<file path="src/rtl/cpu_mem_pkg.sv">
// Shared definitions for the cpu instruction-memory path.
package cpu_mem_pkg;

   localparam int unsigned WORD_W = 16;
   localparam int unsigned ADDR_W = 16;
   localparam int unsigned CNT_W  = 4;

   localparam logic [WORD_W-1:0] NOP_WORD = 16'h0000;

   typedef enum logic {
      IDLE = 1'b0,
      WAIT = 1'b1
   } state_e;

endpackage

</file>
<file path="src/rtl/ins_mem_array.sv">
// DEPTH x 16 instruction RAM: one write port, one registered read port.
// A read issued on the same edge as a write to the same word returns the old word.
module ins_mem_array
   import cpu_mem_pkg::*;
#(
   parameter int unsigned       DEPTH     = 256,
   parameter int unsigned       IDX_W     = 8,
   parameter logic [WORD_W-1:0] FILL_WORD = NOP_WORD
) (
   input  logic              clk,
   input  logic              rst,
   input  logic              wr_en,
   input  logic [IDX_W-1:0]  wr_addr,
   input  logic [WORD_W-1:0] wr_data,
   input  logic              rd_en,
   input  logic              rd_fill,
   input  logic [IDX_W-1:0]  rd_addr,
   output logic [WORD_W-1:0] rd_data
);

   logic [WORD_W-1:0] mem [DEPTH];

   // Storage is deliberately not reset.
   always_ff @(posedge clk) begin
      if (wr_en) begin
         mem[wr_addr] <= wr_data;
      end
   end

   // rd_fill substitutes FILL_WORD for requests that fall outside the array.
   always_ff @(posedge clk or negedge rst) begin
      if (!rst) begin
         rd_data <= NOP_WORD;
      end else if (rd_en) begin
         rd_data <= rd_fill ? FILL_WORD : mem[rd_addr];
      end
   end

endmodule

</file>
<file path="src/rtl/ins_mem_responder.sv">
// Instruction-fetch responder: edge-triggered requests, programmable wait states,
// loader write port and sticky out-of-range flag.
module ins_mem_responder
   import cpu_mem_pkg::*;
#(
   parameter int unsigned       DEPTH       = 256,
   parameter int unsigned       WAIT_CYCLES = 0,
   parameter logic [WORD_W-1:0] OOB_WORD    = NOP_WORD
) (
   input  logic              clk,
   input  logic              rst,
   input  logic              en_ram_in,
   input  logic [ADDR_W-1:0] addr,
   output logic              en_ram_out,
   output logic [WORD_W-1:0] ins,
   input  logic              ld_en,
   input  logic [ADDR_W-1:0] ld_addr,
   input  logic [WORD_W-1:0] ld_data,
   output logic              busy,
   output logic              oob_err
);

   localparam int unsigned      IDX_W     = (DEPTH > 1) ? $clog2(DEPTH) : 1;
   localparam logic [ADDR_W:0]  DEPTH_LIM = (ADDR_W+1)'(DEPTH);
   localparam logic [CNT_W-1:0] CNT_LOAD  = CNT_W'(WAIT_CYCLES);

   state_e            state_q, state_d;
   logic              req_prev_q;
   logic [ADDR_W-1:0] addr_q, addr_d;
   logic [CNT_W-1:0]  cnt_q, cnt_d;
   logic              valid_q, valid_d;
   logic              busy_q, busy_d;
   logic              oob_q, oob_d;

   logic              req_edge_c;
   logic              fetch_in_range_c;
   logic              ld_in_range_c;
   logic              rd_en_c;

   // Bounds are checked on the full address before truncation to the index.
   assign req_edge_c       = en_ram_in & ~req_prev_q;
   assign fetch_in_range_c = {1'b0, addr_q}  < DEPTH_LIM;
   assign ld_in_range_c    = {1'b0, ld_addr} < DEPTH_LIM;

   always_ff @(posedge clk or negedge rst) begin
      if (!rst) begin
         state_q    <= IDLE;
         req_prev_q <= 1'b0;
         addr_q     <= '0;
         cnt_q      <= '0;
         valid_q    <= 1'b0;
         busy_q     <= 1'b0;
         oob_q      <= 1'b0;
      end else begin
         state_q    <= state_d;
         req_prev_q <= en_ram_in;
         addr_q     <= addr_d;
         cnt_q      <= cnt_d;
         valid_q    <= valid_d;
         busy_q     <= busy_d;
         oob_q      <= oob_d;
      end
   end

   // A fresh request edge always wins, which also aborts a fetch still in WAIT.
   always_comb begin
      state_d = state_q;
      addr_d  = addr_q;
      cnt_d   = cnt_q;
      valid_d = valid_q;
      busy_d  = busy_q;
      oob_d   = oob_q;
      rd_en_c = 1'b0;

      if (ld_en && !ld_in_range_c) begin
         oob_d = 1'b1;
      end

      if (req_edge_c) begin
         addr_d  = addr;
         cnt_d   = CNT_LOAD;
         valid_d = 1'b0;
         busy_d  = 1'b1;
         state_d = WAIT;
      end else begin
         case (state_q)
            WAIT: begin
               if (cnt_q != '0) begin
                  cnt_d = cnt_q - CNT_W'(1);
               end else begin
                  rd_en_c = 1'b1;
                  valid_d = 1'b1;
                  busy_d  = 1'b0;
                  state_d = IDLE;
                  if (!fetch_in_range_c) begin
                     oob_d = 1'b1;
                  end
               end
            end
            default: begin
               state_d = IDLE;
            end
         endcase
      end
   end

   ins_mem_array #(
      .DEPTH     (DEPTH),
      .IDX_W     (IDX_W),
      .FILL_WORD (OOB_WORD)
   ) u_array (
      .clk     (clk),
      .rst     (rst),
      .wr_en   (ld_en & ld_in_range_c),
      .wr_addr (ld_addr[IDX_W-1:0]),
      .wr_data (ld_data),
      .rd_en   (rd_en_c),
      .rd_fill (~fetch_in_range_c),
      .rd_addr (addr_q[IDX_W-1:0]),
      .rd_data (ins)
   );

   assign en_ram_out = valid_q;
   assign busy       = busy_q;
   assign oob_err    = oob_q;

endmodule

</file>
<file path="config.mk">
export PLATFORM = sky130hd
export DESIGN_NAME = ins_mem_responder
export DESIGN_NICKNAME = d
export VERILOG_FILES = /design/src/rtl/cpu_mem_pkg.sv /design/src/rtl/ins_mem_array.sv /design/src/rtl/ins_mem_responder.sv
export SDC_FILE = /design/constraint.sdc
export NUM_CORES = 2
export LEC_CHECK = 0
export ABC_CLOCK_PERIOD_IN_PS = 7500
export CELL_PAD_IN_SITES_DETAIL_PLACEMENT = 1
export CELL_PAD_IN_SITES_GLOBAL_PLACEMENT = 1
export CORE_UTILIZATION = 40
export DETAILED_ROUTE_END_ITERATION = 12
export PLACE_DENSITY = 0.65
export SETUP_SLACK_MARGIN = 0.05
export SLEW_MARGIN = 20
export SYNTH_ARGS = -nofsm -noshare
export SYNTH_HDL_FRONTEND = slang
export SYNTH_SLANG_ARGS = --single-unit
</file>
<file path="constraint.sdc">
create_clock -name clk -period 7.5 [get_ports clk]
set_input_delay 1.125 -clock clk [delete_from_list [all_inputs] [get_ports clk]]
set_output_delay 1.125 -clock clk [all_outputs]
set_load 0.02 [all_outputs]
</file>
### Word level (Yosys, flattened, before mapping)

Memories as Yosys holds them, arrays and structs flattened.
Cells that the tools add are included.

| storage, ports and cells | value |
|---|---|
| flip-flop bits (word level) | 41 |
| RAM bits | 4096 |
| bits of input ports | 52 |
| output and inout bits | 19 |
| logic and storage cells | 46 |
| memories kept | 1 |

| operators by class | value |
|---|---|
| add/subtract/negate cells | 1 |
| $lt $le $gt $ge | 2 |
| eq/ne operators | 1 |
| multiplexer cells | 23 |
| bitwise logic cells | 3 |
| reduce and logical (&&, ||, !) cells | 7 |

Memories:

| memory | depth | bits a word | read ports | clocked after memory_dff | wr ports | line | RTL |
|---|---|---|---|---|---|---|---|
| u_array.mem | 256 | 16 | 1 | 0 | 1 | ins_mem_array.sv:21 | `logic [WORD_W-1:0] mem [DEPTH];` |

Operators with widths:

| cell | number |
|---|---|
| < comparator 16 x 9 -> 1 bit, second input constant | 2 |
| two-way mux 1 bit | 19 |
| two-way mux 16 bit | 1 |
| two-way mux 4 bit | 3 |
| AND reduction 2 bit | 2 |
| nonzero test 2 bit | 2 |
| nonzero test 4 bit | 1 |
| subtractor 4 x 1 -> 4 bit, second input constant | 1 |
| AND 1 bit | 2 |
| inequality test 2 bit, second input constant | 1 |
| logical AND 1 bit | 1 |
| zero test 1 bit | 1 |
| inverter 1 bit | 1 |

### Logic depth before layout (Yosys ltp)

| depth | value |
|---|---|
| depth in word-level cells | 8 |
| mapped depth | 13 |
| mapped depth without buffers | 9 |

### Cells and area by module

Synthesis repeated with hierarchy kept, for this count alone.

| unflattened totals | value |
|---|---|
| cells, all modules | 7444 |
| area total of the unflattened synthesis | 159266.5 um^2 |

Modules (own cells, without submodules):

| module | times used | cells each | area an instance (um^2) | seq. area each (um^2) |
|---|---|---|---|---|
| ins_mem_array | 1 | 7332 | 158205.5 | 123398.3 |
| ins_mem_responder | 1 | 112 | 1061.0 | 625.6 |

### Worst setup path before layout

No wires, ideal clock.

| timing path | value |
|---|---|
| path type | input to register |
| start | input port ld_addr[10] |
| end | memory u_array.mem[180][0] (enable) |
| library setup time | 0.388 ns |
| data arrival time | 3.350 ns |
| data required time | 7.112 ns |
| path slack | 3.762 ns |
| stages | 7 |
| path buffers | 1 |
| cells stage by stage | or4_1 -> nor2_1 -> nand2_1 -> nor3_1 -> nand3_1 -> clkbuf_1 -> nor2_1 |

| between the ends | value |
|---|---|
| word-level cells in the longest chain between the ends | 4 |

Ends and longest elaborated chain:

| element | line | RTL |
|---|---|---|
| start: declaration | ins_mem_responder.sv:17 | `input logic [ADDR_W-1:0] ld_addr,` |
| < comparator 16 x 9 -> 1 bit | ins_mem_responder.sv:43 | `assign ld_in_range_c = {1'b0, ld_addr} < DEPTH_LIM;` |
| AND 1 bit | ins_mem_responder.sv:114 | `.wr_en (ld_en & ld_in_range_c),` |
| two-way mux 1 bit | ins_mem_array.sv:25 | `if (wr_en) begin` |
| two-way mux 1 bit (not written as such) | ins_mem_array.sv:26 | `mem[wr_addr] <= wr_data;` |
| end: declaration | ins_mem_array.sv:21 |  |

No other way between the ends.

### Final worst setup path

| timing path | value |
|---|---|
| start | register addr_q[0] |
| end | register u_array.rd_data[1] |

| between the ends | value |
|---|---|
| word-level cells in the longest chain between the ends | 2 |
| elaborated cells between the ends (all ways) | 3 |
| classes of those cells | order compare (1); mux (1); memory (1) |

Ends and longest elaborated chain:

| element | line | RTL |
|---|---|---|
| start: declaration | ins_mem_responder.sv:29 | `logic [ADDR_W-1:0] addr_q, addr_d;` |
| start signal: assignment | ins_mem_responder.sv:57 | `addr_q <= addr_d;` |
| memory (256 x 16 bit) or < comparator 16 x 9 -> 1 bit (tied branches) | n/a |  |
| two-way mux 16 bit * | ins_mem_array.sv:35 | `rd_data <= rd_fill ? FILL_WORD : mem[rd_addr];` |
| end signal: assignment | ins_mem_array.sv:35 |  |
| end: declaration | ins_mem_array.sv:18 | `output logic [WORD_W-1:0] rd_data` |

Mark *: on every way between the ends. The rest lies on a longest branch, timed or not.
A chain may end at the register's enable or synchronous reset.

==> results.py <==
metrics = {
    "global_routing": {
        "grt-ovfl-total": 0,
        "grt.total_usage_pct": 23.2,
        "global_route_wire_length_before_repair_mm": 662,
        "grt_pass1_vias": 82500,
        "grt_antenna_before_repair": 40,
        "grt_start_max_net_pins": 140,
    },
    "clock_network": {
        "clkLatencyLatePin_ps": 1000,
        "clock_tree_from_tritoncts": "yes",
        "clock_path_buffers": 4,
        "clk_root_buffer_cell": "clkbuf_16",
        "post_cts_resized": 0,
        "cts.reportedPaths.clkPinSlew_ps": 60,
        "postCtsSetupBuffers": 0,
        "cts_htree_levels": 5,
        "clock_sinks": 4137,
        "cts_buffers": 423,
        "cts_hold_buf": 0,
    },
    "layout": {
        "nFillCells": 36100,
        "most-common-layout-cells": "edfxtp_1, mux4_2, mux2i_1, clkbuf_16, buf_4",
        "finalCoreUtilization_pct": 45.6,
        "post_route_cells_drive_above_1_share_pct": 23.3,
        "layout_commonest_cell": "edfxtp_1",
        "finalNetCount": 8010,
        "syn2layout_area_growth_pct": 13.6,
        "final_cells": 13600,
    },
    "yosys": {
        "synthesis.instances": 7479,
        "synthAdderAreaFrac_pct": 0.0156,
        "syn-num-nets": 7533,
        "synth_compound_gate_area_share_pct": 3.46,
        "syn-cell-area_sq_mm": 0.160,
        "synth_sequential_area_ratio_pct": 77.4,
        "synth.avg_cell_area_sq_um": 21.4,
        "ys_ff_latch": 4137,
        "yosysUniqueCellTypes": 77,
        "synth_enable_flop_cells": 4096,
        "synth-async-reset-ratio_pct": 0.991,
        "post_synth_mux_area_share_pct": 15.3,
        "post_synth_and_or_nand_nor_area_fraction_pct": 1.84,
        "yosysWarnings": 0,
        "synth-xor-area-share_pct": 0.0164,
        "yosys_most_used_dff": "edfxtp_1",
        "synth_top_family_by_area": "multiplexers",
    },
    "worst_setup_path": {
        "crit_type": "reg2reg",
        "worst_ep_required_time_ps": 8360,
        "worstPathMaxFanout": 31,
        "cp_arrival_ps": 6060,
        "critical_path.endpoint_type": "flip-flop",
        "critPathLaunchType": "flip-flop",
    },
    "run_status": {
        "status": "complete, no violations",
    },
    "die": {
        "die_w_microns": 635,
        "ios": 71,
        "floorplan.initialDensity_pct": 40.2,
        "placement_rows": 232,
        "height_of_the_chip_microns": 635,
        "die_area_sq_mm": 0.403,
        "core_area_sq_mm": 0.399,
    },
    "placement": {
        "place_congestion": 0.857,
        "placedCellCount": 12800,
        "io_buffer_count": 70,
        "place.detailed.hpwl_mm": 295,
    },
    "pwr": {
        "power_per_cell_area_mw_per_mm2": 284,
        "p_leak_nw": 56.7,
        "max-vdd-ir-drop_mv": 0.219,
    },
    "timing": {
        "final_max_slew_viol_count": 0,
        "period_share_pct": 69.4,
        "period_minus_slack_ps": 5200,
        "fin_setup_tns_ps": 0,
        "unrepaired_setup_endpoints_after_global_routing": "no",
        "setup-violations-final": 0,
        "fmaxAchievable_ghz": 0.192,
        "hold_violations": 0,
        "worst_pin_slew_ps": 1250,
        "fin_skew_ps": 60.3,
        "max-slew-margin-rel_pct": 16.6,
    },
    "run": {
        "timing.max_cap.violations": 0,
    },
    "detailed_routing": {
        "drt-initial-drc-count": 10400,
        "route.final.wire_length_mm": 479,
        "vias_per_cell": 6.01,
        "antenna_left": 0,
        "routed-via-count": 81600,
        "drc": 0,
        "firstDrtPassIters": 6,
        "avgRoutedWirePerCell_microns": 35.2,
    },
    "worst_hold_path": {
        "hold_crit_path_type": "in2async",
    },
}
-- worst max-delay path, stage by stage (launching register included) --
cell and delay (ps):
dfrtp_4 960, buf_4 630, mux4_2 650, a22o_1 270
a221oi_1 970, o22ai_1 200, a311oi_1 1020, o21a_1 240
o21ai_1 60
-- power by group --
group / internal (mW) / leakage (nW) / switching, mW
Clock: 12.0 / 6.68 / 8.98
Combinational: 1.78 / 12.7 / 3.44
Sequential: 25.4 / 37.3 / 0.126
-- synthesized netlist by cell type (10+ instances only) --
cell / instances / share of area (%)
buf_12: 14 / 0.17
nor2b_1: 21 / 0.082
dfrtp_1: 41 / 0.64
buf_8: 41 / 0.38
o41ai_1: 10 / 0.055
edfxtp_1: 4096 / 77
buf_4: 53 / 0.25
o21ai_0: 59 / 0.18
o211ai_1: 19 / 0.089
mux2_2: 13 / 0.091
nor3_1: 57 / 0.18
nor2_1: 317 / 0.74
clkbuf_1: 138 / 0.32
o22ai_1: 161 / 0.63
mux2i_1: 617 / 3.9
o31ai_1: 14 / 0.066
nand2_1: 164 / 0.38
nand3_1: 29 / 0.091
o21ai_1: 13 / 0.041
mux4_1: 23 / 0.38
mux4_2: 779 / 11
a211oi_1: 25 / 0.12
buf_2: 112 / 0.35
a21oi_1: 142 / 0.44
a22oi_1: 42 / 0.20
nor4_1: 24 / 0.094
o221ai_1: 222 / 1.2
buf_1: 18 / 0.042
buf_6: 61 / 0.43
-- metrics by stage --
step	hold WS, ps	total power, mW	worst slack, ps	area [sq um]
after floorplan	437	29.0	3760	160000
after global placement	456	31.2	2100	168000
after detailed placement	465	31.3	2060	168000
after CTS	213	52.0	2490	182000
after global routing	277	52.9	2320	182000
final	251	51.7	2300	182000
-- layer usage --
layer	vias up	track usage, %	share of wire, %
li1	32600	-	-
met1	44100	32.1	40
met2	4156	37.3	48
met3	763	3.83	8.3
met4	10	8.14	3.8
met5	-	0	0.014
-- worst paths after layout --
| kind | startpoint | endpoint | slack [ps] | cells past startpoint |
|---|---|---|---|---|
| min in group clk | addr_q[8] | addr_q[8] | 480 | 2 |
| hold reg to reg | addr_q[8] | addr_q[8] | 480 | 2 |
| setup reg to reg | addr_q[0] | u_array.rd_data[1] | 2300 | 8 |
| setup / recovery | addr_q[0] | u_array.rd_data[1] | 2300 | 8 |
| max in group asynchronous | rst | addr_q[3] | 6600 | 2 |
| hold / removal | rst | state_q | 250 | 2 |
-- registers in the layout (all words and copies together), names as in the netlist --
register	flops
cnt_q	4
u_array.mem	4096
state_q	1
oob_err	1
req_prev_q	1
en_ram_out	1
busy	1
addr_q	16
u_array.rd_data	16
-- cell type report --
cell class                 instances  area (sq um)  area share (%)
antenna                           15          37.5          0.0206
clock buffer                     509         11100            6.10
clock inverter                   271          2580            1.42
inverter                           9          48.8          0.0268
multi-input combinational       2890         33300            18.3
sequential                      4137        124000            68.1
tap                             5265          6590            3.62
timing repair buffer             495          4370            2.40
-- cells by family (layout without fill, tap and decap cells) --
kind of cell	count (synthesis)	in the layout
buf+inv	452	1284
simple gates	672	672
mux	1432	1432
xor+xnor	3	3
fa+ha+maj	2	2
flops	4137	4137
other cells	0	15
compound gates	781	781
(Power assumes the default switching activity.)
